### config.mk
export PLATFORM = sky130hd
export DESIGN_NAME = seq_divider
export DESIGN_NICKNAME = d
export VERILOG_FILES = /design/src/rtl/arith_pkg.sv /design/src/rtl/div_nr_step.sv /design/src/rtl/seq_divider.sv
export SDC_FILE = /design/constraint.sdc
export NUM_CORES = 1
export LEC_CHECK = 0
export CORE_MARGIN = 4
export CORE_UTILIZATION = 30
export CTS_CLUSTER_SIZE = 16
export DETAILED_ROUTE_END_ITERATION = 8
export SLEW_MARGIN = 20
export SYNTH_ARGS = -nofsm -noshare
export SYNTH_HDL_FRONTEND = slang
export SYNTH_SLANG_ARGS = --single-unit
export TNS_END_PERCENT = 5
### constraint.sdc
create_clock -name CLK -period 5.41 [get_ports CLK]
set_input_delay 0.541 -clock CLK [delete_from_list [all_inputs] [get_ports CLK]]
set_output_delay 0.541 -clock CLK [all_outputs]
set_load 0.005 [all_outputs]
### src/rtl/arith_pkg.sv
// Shared definitions for the sequential arithmetic unit (Booth multiplier and
// non-restoring divider).
//   STATE_BITS     : width of the exported STATE port
//   state_t        : IDLE=0, BUSY=1, FIXUP=2 (the multiplier only uses IDLE/BUSY)
//   step_cnt_bits  : width of an iteration counter able to count 0..n
package arith_pkg;

  localparam int STATE_BITS = 2;

  typedef enum logic [STATE_BITS-1:0] {
    IDLE  = 2'd0,
    BUSY  = 2'd1,
    FIXUP = 2'd2
  } state_t;

  function automatic int step_cnt_bits(input int n);
    return $clog2(n) + 1;
  endfunction

endpackage

### src/rtl/div_nr_step.sv
// One radix-2 non-restoring division iteration, purely combinational.
//   i_p      : signed partial remainder, W+1 bits
//   i_q      : quotient / dividend shift register, W bits
//   i_d      : divisor magnitude, W bits
//   o_p_next : partial remainder after shift and add/subtract
//   o_q_next : shift register after shift, new quotient bit in bit 0
module div_nr_step #(
  parameter int W = 32
) (
  input  logic [W:0]   i_p,
  input  logic [W-1:0] i_q,
  input  logic [W-1:0] i_d,
  output logic [W:0]   o_p_next,
  output logic [W-1:0] o_q_next
);

  logic [W:0] w_p_sh;
  logic [W:0] w_p_new;

  // {P,Q} << 1. The MSB of P is dropped: the result after +/-D always lies
  // in [-D, D), which fits W+1 bits, so modulo arithmetic stays exact.
  assign w_p_sh  = {i_p[W-1:0], i_q[W-1]};
  assign w_p_new = i_p[W] ? (w_p_sh + {1'b0, i_d}) : (w_p_sh - {1'b0, i_d});

  assign o_p_next = w_p_new;
  assign o_q_next = {i_q[W-2:0], ~w_p_new[W]};

endmodule

### src/rtl/seq_divider.sv
// Iterative radix-2 non-restoring divider, one quotient bit per clock.
// Result after INPUT_BITS+1 edges from accept (1 edge for a zero divisor).
// Build option: define SEQ_DIVIDER_SIGNED_EN for two's-complement operands
// (truncating division, remainder follows the dividend's sign).
//   CLK, RST_N         : clock, asynchronous active-low reset
//   DIV_1, DIV_2       : dividend, divisor
//   DIV_1/2_VALID      : operand valids, accepted only while STATE==IDLE
//   STATE              : IDLE / BUSY / FIXUP
//   QUOTIENT/REMAINDER : registered results, held until the next result
//   DIV_OUT_VALID      : one-cycle result pulse
//   DIV_BY_ZERO        : zero-divisor flag, valid with DIV_OUT_VALID
module seq_divider
  import arith_pkg::*;
#(
  parameter int INPUT_BITS = 32
) (
  input  logic                  CLK,
  input  logic                  RST_N,
  input  logic [INPUT_BITS-1:0] DIV_1,
  input  logic [INPUT_BITS-1:0] DIV_2,
  input  logic                  DIV_1_VALID,
  input  logic                  DIV_2_VALID,
  output logic [STATE_BITS-1:0] STATE,
  output logic [INPUT_BITS-1:0] QUOTIENT,
  output logic [INPUT_BITS-1:0] REMAINDER,
  output logic                  DIV_OUT_VALID,
  output logic                  DIV_BY_ZERO
);

  localparam int N        = INPUT_BITS;
  localparam int CNT_BITS = step_cnt_bits(INPUT_BITS);

  state_t              r_state;
  state_t              w_state_next;
  logic [CNT_BITS-1:0] r_cnt;
  logic [N:0]          r_p;
  logic [N-1:0]        r_q;
  logic [N-1:0]        r_d;
  logic                r_dbz_pend;
  logic [N-1:0]        r_quotient;
  logic [N-1:0]        r_remainder;
  logic                r_out_valid;
  logic                r_dbz;

  logic                w_accept;
  logic                w_div_zero;
  logic                w_last;
  logic [N-1:0]        w_mag1;
  logic [N-1:0]        w_mag2;
  logic [N:0]          w_p_step;
  logic [N-1:0]        w_q_step;
  logic [N:0]          w_p_fix;
  logic [N-1:0]        w_quo_fix;
  logic [N-1:0]        w_rem_fix;

  assign w_accept   = (r_state == IDLE) && DIV_1_VALID && DIV_2_VALID;
  assign w_div_zero = (DIV_2 == '0);
  assign w_last     = (r_cnt == CNT_BITS'(N - 1));

`ifdef SEQ_DIVIDER_SIGNED_EN
  logic r_neg_q;
  logic r_neg_r;

  // MIN has no positive counterpart, but -MIN == MIN reads correctly as an
  // unsigned magnitude, so no special case is needed.
  assign w_mag1 = DIV_1[N-1] ? (-DIV_1) : DIV_1;
  assign w_mag2 = DIV_2[N-1] ? (-DIV_2) : DIV_2;

  always_ff @(posedge CLK or negedge RST_N) begin
    if (!RST_N) begin
      r_neg_q <= 1'b0;
      r_neg_r <= 1'b0;
    end else if (w_accept) begin
      r_neg_q <= DIV_1[N-1] ^ DIV_2[N-1];
      r_neg_r <= DIV_1[N-1];
    end
  end
`else
  assign w_mag1 = DIV_1;
  assign w_mag2 = DIV_2;
`endif

  div_nr_step #(
    .W (N)
  ) u_step (
    .i_p      (r_p),
    .i_q      (r_q),
    .i_d      (r_d),
    .o_p_next (w_p_step),
    .o_q_next (w_q_step)
  );

  // Final correction of a negative partial remainder, then sign restore.
  assign w_p_fix = r_p[N] ? (r_p + {1'b0, r_d}) : r_p;

  always_comb begin
    w_quo_fix = r_q;
    w_rem_fix = w_p_fix[N-1:0];
`ifdef SEQ_DIVIDER_SIGNED_EN
    if (r_neg_q) w_quo_fix = -r_q;
    if (r_neg_r) w_rem_fix = -w_p_fix[N-1:0];
`endif
    // Zero divisor: r_q holds the raw dividend, returned unchanged.
    if (r_dbz_pend) begin
      w_quo_fix = '1;
      w_rem_fix = r_q;
    end
  end

  always_ff @(posedge CLK or negedge RST_N) begin
    if (!RST_N) r_state <= IDLE;
    else        r_state <= w_state_next;
  end

  always_comb begin
    w_state_next = r_state;
    case (r_state)
      IDLE:    if (w_accept) w_state_next = w_div_zero ? FIXUP : BUSY;
      BUSY:    if (w_last)   w_state_next = FIXUP;
      FIXUP:   w_state_next = IDLE;
      default: w_state_next = IDLE;
    endcase
  end

  always_ff @(posedge CLK or negedge RST_N) begin
    if (!RST_N) begin
      r_cnt       <= '0;
      r_p         <= '0;
      r_q         <= '0;
      r_d         <= '0;
      r_dbz_pend  <= 1'b0;
      r_quotient  <= '0;
      r_remainder <= '0;
      r_out_valid <= 1'b0;
      r_dbz       <= 1'b0;
    end else begin
      r_out_valid <= (r_state == FIXUP);
      case (r_state)
        IDLE: begin
          if (w_accept) begin
            r_cnt      <= '0;
            r_p        <= '0;
            r_d        <= w_mag2;
            r_dbz_pend <= w_div_zero;
            // On a zero divisor no iteration runs, so the shift register
            // carries the raw dividend straight to the remainder output.
            r_q        <= w_div_zero ? DIV_1 : w_mag1;
          end
        end
        BUSY: begin
          r_p   <= w_p_step;
          r_q   <= w_q_step;
          r_cnt <= r_cnt + 1'b1;
        end
        FIXUP: begin
          r_quotient  <= w_quo_fix;
          r_remainder <= w_rem_fix;
          r_dbz       <= r_dbz_pend;
        end
        default: ;
      endcase
    end
  end

  assign STATE         = r_state;
  assign QUOTIENT      = r_quotient;
  assign REMAINDER     = r_remainder;
  assign DIV_OUT_VALID = r_out_valid;
  assign DIV_BY_ZERO   = r_dbz;

endmodule

==> metrics.md, run 1 <==
| Metric | Value |
|---|---|
| Worst setup path endpoint | `r_p[29]$_DFFE_PN0P_` |
| Final hold viol count | `0` |
| TNS Setup | `0 ns` |
| Worst min path class | `in -> async` |
| Root Driver | `clkbuf_16` |
| Num CTS Buffers | `17` |
| I/O pin cnt | `136` |
| Final setup margin | `1.12 ns` |
| Pwr dens | `746 nW/um2` |
| Pin count of the biggest net entering global routing | `95` |
| All-Layer GR Usage | `15.8%` |
| Ys Warns | `0` |
| DP HPWL | `23.7 mm` |
| Final Skew | `0.0103 ns` |
| Logic pwr share | `61.5%` |
| Seq/Total Area, Yosys | `38.9%` |
| Vias per inst | `5.14` |
| Setup violations, final | `0` |
| Layout cells sized above 1 | `7.19%` |
| Top delay family on crit path | `simple AND/OR/NAND/NOR gates` |
| FP Rows | `70` |
| Post-synth top flop | `dfrtp_1` |
| Worst Tran Pin Value | `1.12 ns` |
| CP startpoint | `r_d[4]$_DFFE_PN0P_` |
| CP required | `5.68 ns` |
| Synth cell types | `73` |
| Die width | `200 um` |
| Number of synthesized flops with an enable pin | `0` |
| Cell internal pwr | `5.45 mW` |
| Crit. End Element | `flop` |
| Synth area leaders | `dfrtp_1, ha_1, nand2_1` |
| DP Worst Slack | `1.19 ns` |
| Seq pwr share | `26.5%` |
| Worst r2r src | `r_d[4]$_DFFE_PN0P_` |
| WL/cell | `17.4 um` |
| Register area | `4310 um2` |
| Top cell by count, worst path | `a21oi_1` |
| Vias in the first global route | `9327` |
| Final net count | `1471` |
| Worst vdd ir | `0.000284 V` |
| Fill count | `3638` |
| Worst Path Arrival | `4.56 ns` |
| H-tree depth | `4` |
| DRC errors left | `0` |
| Buffers added on ports | `135` |
| Commonest non-fill, non-tap cells in the layout | `nand2_1, dfrtp_1, o21ai_0, clkdlybuf4s50_1, a21oi_1` |
| Post-synth ARST share | `100%` |
| CTS resizes | `0` |
| Worst-skew pair later-pin latency | `0.44 ns` |
| Mean Syn Cell Area | `8.95 um2` |
| CP max-delay cell | `dfrtp_1` |
| Grt ovf | `0` |
| Via Count | `9353` |
| Core Box Area | `36500 um2` |
| FF+latch count, synth | `172` |
| RSZ-0062 raised after global routing | `false` |
| Hold Buf Count CTS | `0` |
| Synth Net Count | `1372` |
| Area occupied by multi-input gates | `6450 um2` |
| Final total power | `10.0 mW` |
| Peak per-stage delay on the critical path | `0.43 ns` |
| Fmax | `233 MHz` |
| Slew Viols, Final | `0` |
| Minimum clock period | `4.29 ns` |
| Post-route ant nets | `0` |
| Post-Syn Instances | `1237` |
| Crit path cell chain | `or3_4 > or3_1 > nor4_4 > and3_1 > and2_1 > and2b_1 > a21oi_1 > xor2_1 > ha_1 > a21o_1 > a21oi_1 > o21ai_0 > a21oi_1 > o21ai_1 > a21oi_1 > xor2_1 > o22ai_1` |
| Commonest non-fill, non-tap cell in the layout | `nand2_1` |
| Crit path launch type | `flop` |
| Die area | `40000 um2` |
| Crit path max fanout | `6` |
| Leak | `5.76 nW` |
| FF-to-FF End | `r_p[29]$_DFFE_PN0P_` |
| Power share of the clock group | `12.1%` |
| R2R setup slack | `1.12 ns` |
| Initial core utilization | `30.3%` |
| Critical path class | `reg -> reg` |
| Clock tree sinks | `172` |
| Synthesis-to-layout area growth | `21.6%` |
| CTS tree | `done` |
| Worst-path clk slew | `0.07 ns` |
| Max_cap viols | `0` |
| Synth area leader | `dfrtp_1` |
| Total Wirelength | `31.6 mm` |
| Relative slew slack | `25.4%` |
| Crit share post-route | `79.3%` |
| Worst path depth | `17` |
| Iter 0 DRT Violations | `626` |
| Net Sw Frac | `45.7%` |
| Synthesized area | `11100 um2` |
| DRT Pass-1 Iters | `5` |
| Global-route wire length before repair | `52.0 mm` |
| Worst Path Buf+Inv | `0` |
| Die Y-Extent | `200 um` |
| Status | `complete, no violations` |
| Synth top area share | `38.9%` |
| Routability Congestion | `0.919` |
| FF-to-FF path depth | `17` |
| Sw Pwr | `4.59 mW` |
| Initial antenna violation count | `3` |
| # Post-CTS Setup Buffers | `0` |
| CTS Buffer Depth | `2` |
## registers in the layout, summed over array words and instances, names as in the netlist
register,flops
STATE,2
r_cnt,6
r_q,32
QUOTIENT,32
r_d,32
r_p,33
DIV_BY_ZERO,1
r_dbz_pend,1
DIV_OUT_VALID,1
REMAINDER,32
## power by group through the flow
stage	combinational (mW)	sequential, mW	clock, mW
detailed placement	6.15	2.68	0
CTS	6.19	2.65	1.25
global placement	6.12	2.66	0
floorplan	4.59	2.39	0
global route	6.96	2.75	1.30
finish	6.18	2.66	1.21
## metal layers
layer  share of wire, %  vias up  track usage, %
li1                   -     4651               -
met1                 49     4461            22.2
met2                 44      198            24.3
met3                4.7       37            3.61
met4                2.8        6            5.21
met5               0.11        -               0
## cell type report
type,instances,area share (%)
clock inverters,11,0.837
clock buffers,21,3.50
well taps,468,4.35
multi-input cells,978,47.9
inverters,23,0.641
diodes,1,0.0186
flip-flops and latches,172,32.0
repair buffers,144,10.7
## cell usage after synthesis, drive strengths merged (16+ instances only)
library cell  instances
a21o                 21
a21oi                88
a221oi               16
clkbuf               50
dfrtp               172
ha                   65
inv                  23
mux2                 29
mux2i                47
nand2               184
nand3                16
nor2                 84
nor3                 20
o21ai               138
o21bai               16
o22ai                21
xnor2                35
xor2                 51
## how the worst min path moves through the flow
stage	cells past startpoint	to	from
global placement	2	QUOTIENT[16]$_DFFE_PN0P_	QUOTIENT[16]$_DFFE_PN0P_
global route	1	r_p[0]$_DFFE_PN0P_	RST_N
finish	1	r_d[5]$_DFFE_PN0P_	RST_N
CTS	1	r_d[5]$_DFFE_PN0P_	RST_N
detailed placement	2	QUOTIENT[16]$_DFFE_PN0P_	QUOTIENT[16]$_DFFE_PN0P_
floorplan	0	DIV_BY_ZERO$_DFFE_PN0P_	RST_N
## through the flow
stage,hold slack (ns),util (%),cell area [um2],cells
2_1_floorplan,0.245,-,11100,1237
3_3_place_gp,0.450,35.3,12900,1785
3_5_place_dp,0.455,35.3,12900,1785
4_1_cts,0.168,36.8,13500,1817
5_1_grt,0.209,36.8,13500,1817
6_report,0.121,36.9,13500,1818
## kinds of logic (layout without fill, tap and decap cells)
| logic type | Yosys count | after routing | synth area share [%] |
|---|---|---|---|
| AO/OA/AOI/OAI | 372 | 372 | 20.8 |
| multiplexers | 76 | 76 | 7.20 |
| buffers and inverters | 87 | 199 | 3.01 |
| adder cells (fa/ha/maj) | 67 | 67 | 7.71 |
| other | 0 | 1 | 0 |
| XOR/XNOR | 86 | 86 | 6.80 |
| AND/OR/NAND/NOR | 377 | 377 | 15.6 |
| flip-flops | 172 | 172 | 38.9 |
No activity file was read; power rests on OpenSTA's default activity.
==> inputs of run 2 (changes only) <==
clock period = 3.8 ns   (was 5.41 ns; I/O delays follow)
==> run 2 against run 1 <==
The flow now finishes with violations (negative setup slack). Non-clock buffer count grew 80. Sequential share of layout area fell by 1.6 points. Power grew 56%. Clock skew grew 0.0068 ns. Critical endpoint is now r_p[32]$_DFFE_PN0P_. Via count is 3.8% higher. Sequential power is 38% higher. Register-to-register slack got worse by 1.2 ns. Clock power is 47% higher. Clock-buffer cell count is the same. Design area rose by 5.4%. Largest cell class unchanged. Critical path type unchanged. Maximum frequency rose by 9.4%. Die area is the same.
==> metrics.md, run 2 (same netlist as run 1, synthesis figures left out) <==
| Metric | Value |
|---|---|
| Peak per-stage delay on the critical path | `0.39 ns (was 0.43 ns)` |
| RSZ-0062 raised after global routing | `true (was false)` |
| Max_cap viols | `0 (unchanged)` |
| Root Driver | `clkbuf_16 (unchanged)` |
| CP max-delay cell | `or3_4 (was dfrtp_1)` |
| Fin area | `14200 um2 (was 13500 um2)` |
| DRT Pass-1 Iters | `5 (unchanged)` |
| DRC errors left | `0 (unchanged)` |
| Die Y-Extent | `200 um (unchanged)` |
| Initial core utilization | `30.3% (unchanged)` |
| Worst vdd ir | `0.000416 V (was 0.000284 V)` |
| CTS Buffer Depth | `2 (unchanged)` |
| WL/cell | `17.4 um (about the same)` |
| Final setup margin | `-0.120 ns (was 1.12 ns)` |
| Worst-path clk slew | `0.07 ns (about the same)` |
| Crit. End Element | `flop (unchanged)` |
| Post-route insts no fill | `1897 (was 1818)` |
| Routability Congestion | `0.912 (was 0.919)` |
| Final hold viol count | `0 (unchanged)` |
| Placement-stage cell area | `13500 um2 (was 12900 um2)` |
| Slew Viols, Final | `0 (unchanged)` |
| Top reg by flops | `r_p (unchanged)` |
| Num CTS Buffers | `17 (unchanged)` |
| FF-to-FF path depth | `17 (unchanged)` |
| Inst Count DP | `1860 (was 1785)` |
| Vias per inst | `5.12 (was 5.14)` |
| Pwr dens | `1110 nW/um2 (was 746 nW/um2)` |
| Worst min path class | `in -> async (unchanged)` |
| Diodes inserted | `0 (was 1)` |
| Hold Slack | `0.435 ns (was 0.121 ns)` |
| Max FFs per register | `33 (unchanged)` |
| Critical path class | `reg -> reg (unchanged)` |
| Leak | `6.18 nW (was 5.76 nW)` |
| Post-layout util | `38.8% (was 36.9%)` |
| Initial antenna violation count | `2 (was 3)` |
| CP required | `4.12 ns (was 5.68 ns)` |
| CTS tree | `done (unchanged)` |
| Setup violations, final | `6 (was 0)` |
| Commonest non-fill, non-tap cells in the layout | `nand2_1, dfrtp_1, clkdlybuf4s50_1 (was nand2_1, dfrtp_1, o21ai_0, clkdlybuf4s50_1, a21oi_1)` |
| Failing checks | `negative setup slack` |
| Final net count | `1551 (was 1471)` |
| Grt ovf | `0 (unchanged)` |
| Global-route wire length before repair | `53.4 mm (was 52.0 mm)` |
| All-Layer GR Usage | `16.3% (was 15.8%)` |
| I/O pin cnt | `136 (unchanged)` |
| Worst Tran Pin Value | `0.981 ns (was 1.12 ns)` |
| FP Rows | `70 (unchanged)` |
| Via Count | `9710 (was 9353)` |
| Minimum clock period | `3.92 ns (was 4.29 ns)` |
| Status | `finished with violations (was complete, no violations)` |
| TNS Setup | `-0.367 ns (was 0 ns)` |
| Relative slew slack | `34.4% (was 25.4%)` |
| Crit path cell chain | `or3_4 > or3_4 > nor4_4 > buf_4 > and3_4 > and2_1 > and2b_1 > buf_4 > a21oi_1 > xor2_1 > ha_1 > a21o_1 > a22oi_2 > o311ai_2 > a21oi_1 > xnor2_1 > a22o_1 (was or3_4 > or3_1 > nor4_4 > and3_1 > and2_1 > and2b_1 > a21oi_1 > xor2_1 > ha_1 > a21o_1 > a21oi_1 > o21ai_0 > a21oi_1 > o21ai_1 > a21oi_1 > xor2_1 > o22ai_1)` |
| Crit path max fanout | `5 (was 6)` |
| Total Wirelength | `32.9 mm (was 31.6 mm)` |
| Fmax | `255 MHz (was 233 MHz)` |
| Clock tree sinks | `172 (unchanged)` |
| Post-route ant nets | `0 (unchanged)` |
| Core Box Area | `36500 um2 (unchanged)` |
| Die area | `40000 um2 (unchanged)` |
| Crit path launch type | `flop (unchanged)` |
| Buffers added on ports | `135 (unchanged)` |
| Vias in the first global route | `9798 (was 9327)` |
| Commonest non-fill, non-tap cell in the layout | `nand2_1 (unchanged)` |
| Layout cells sized above 1 | `13.8% (was 7.19%)` |
| Worst Path Arrival | `4.24 ns (was 4.56 ns)` |
| Iter 0 DRT Violations | `599 (was 626)` |
| Die width | `200 um (unchanged)` |
| Worst-skew pair later-pin latency | `0.44 ns (about the same)` |
| Pin count of the biggest net entering global routing | `86 (was 95)` |
| Crit share post-route | `103% (was 79.3%)` |
| DP HPWL | `25.2 mm (was 23.7 mm)` |
| Final Skew | `0.0171 ns (was 0.0103 ns)` |
| Synthesis-to-layout area growth | `28.1% (was 21.6%)` |
| H-tree depth | `4 (unchanged)` |
run 2: worst max-delay path, delay by kind of cell (launching register included):
family	cells	cell delay [ns]
AO/OA/AOI/OAI	6	1.01
XOR/XNOR	2	0.30
adder cells (fa/ha/maj)	1	0.38
buffers and inverters	2	0.31
flip-flops	1	0.38
AND/OR/NAND/NOR	6	1.40
run 2: final timing paths:
kind                                         start                      end  slack, ns
max                             r_d[4]$_DFFE_PN0P_      r_p[32]$_DFFE_PN0P_      -0.12
min                                          RST_N       r_d[5]$_DFFE_PN0P_       0.44
max reg2reg                     r_d[4]$_DFFE_PN0P_      r_p[32]$_DFFE_PN0P_      -0.12
min reg2reg                QUOTIENT[0]$_DFFE_PN0P_  QUOTIENT[0]$_DFFE_PN0P_       0.47
max in group asynchronous                    RST_N      r_p[32]$_DFFE_PN0P_       2.36
min in group CLK           QUOTIENT[0]$_DFFE_PN0P_  QUOTIENT[0]$_DFFE_PN0P_       0.47
run 2: report_power, final:
group          internal (mW)  switching [mW]  leakage [nW]  total (mW)
combinational           5.06            5.19          3.75        10.2
clock                   1.01           0.770         0.285        1.78
sequential              2.72           0.964          2.15        3.68
total                   8.79            6.93          6.18        15.7
run 2: layout make-up:
cell class | instances | area, um2
fill | 3627 | 22300
multi-input combinational | 978 | 6550
sequential | 172 | 4310
timing repair buffer | 224 | 2060
tap | 468 | 586
clock buffer | 21 | 460
clock inverter | 11 | 133
inverter | 23 | 86.3
run 2: repair_timing:
| action | in CTS | in global routing |
|---|---|---|
| gates resized for setup | 16 | 13 |
| setup buffers | 4 | 0 |
| endpoints found under the setup margin | 12 | 17 |
| hold buffers | 1 | 0 |
| pin swaps | 8 | 5 |
| hold endpoints to repair | 45 | 0 |
run 2: stage by stage:
stage | total power, mW | setup slack, ns
2_1_floorplan | 9.94 | 0.0287
3_3_place_gp | 13.4 | -0.170
3_5_place_dp | 13.6 | -0.207
4_1_cts | 15.6 | -0.0389
5_1_grt | 17.1 | -0.313
6_report | 15.7 | -0.120
run 2: metal layers:
layer,global-route usage (%),vias to the layer above,part of all wire [%]
met5,0,-,0.10
met4,5.80,4,2.9
met3,3.56,39,5.1
met2,25.7,218,44
met1,22.2,4632,47
li1,-,4817,-
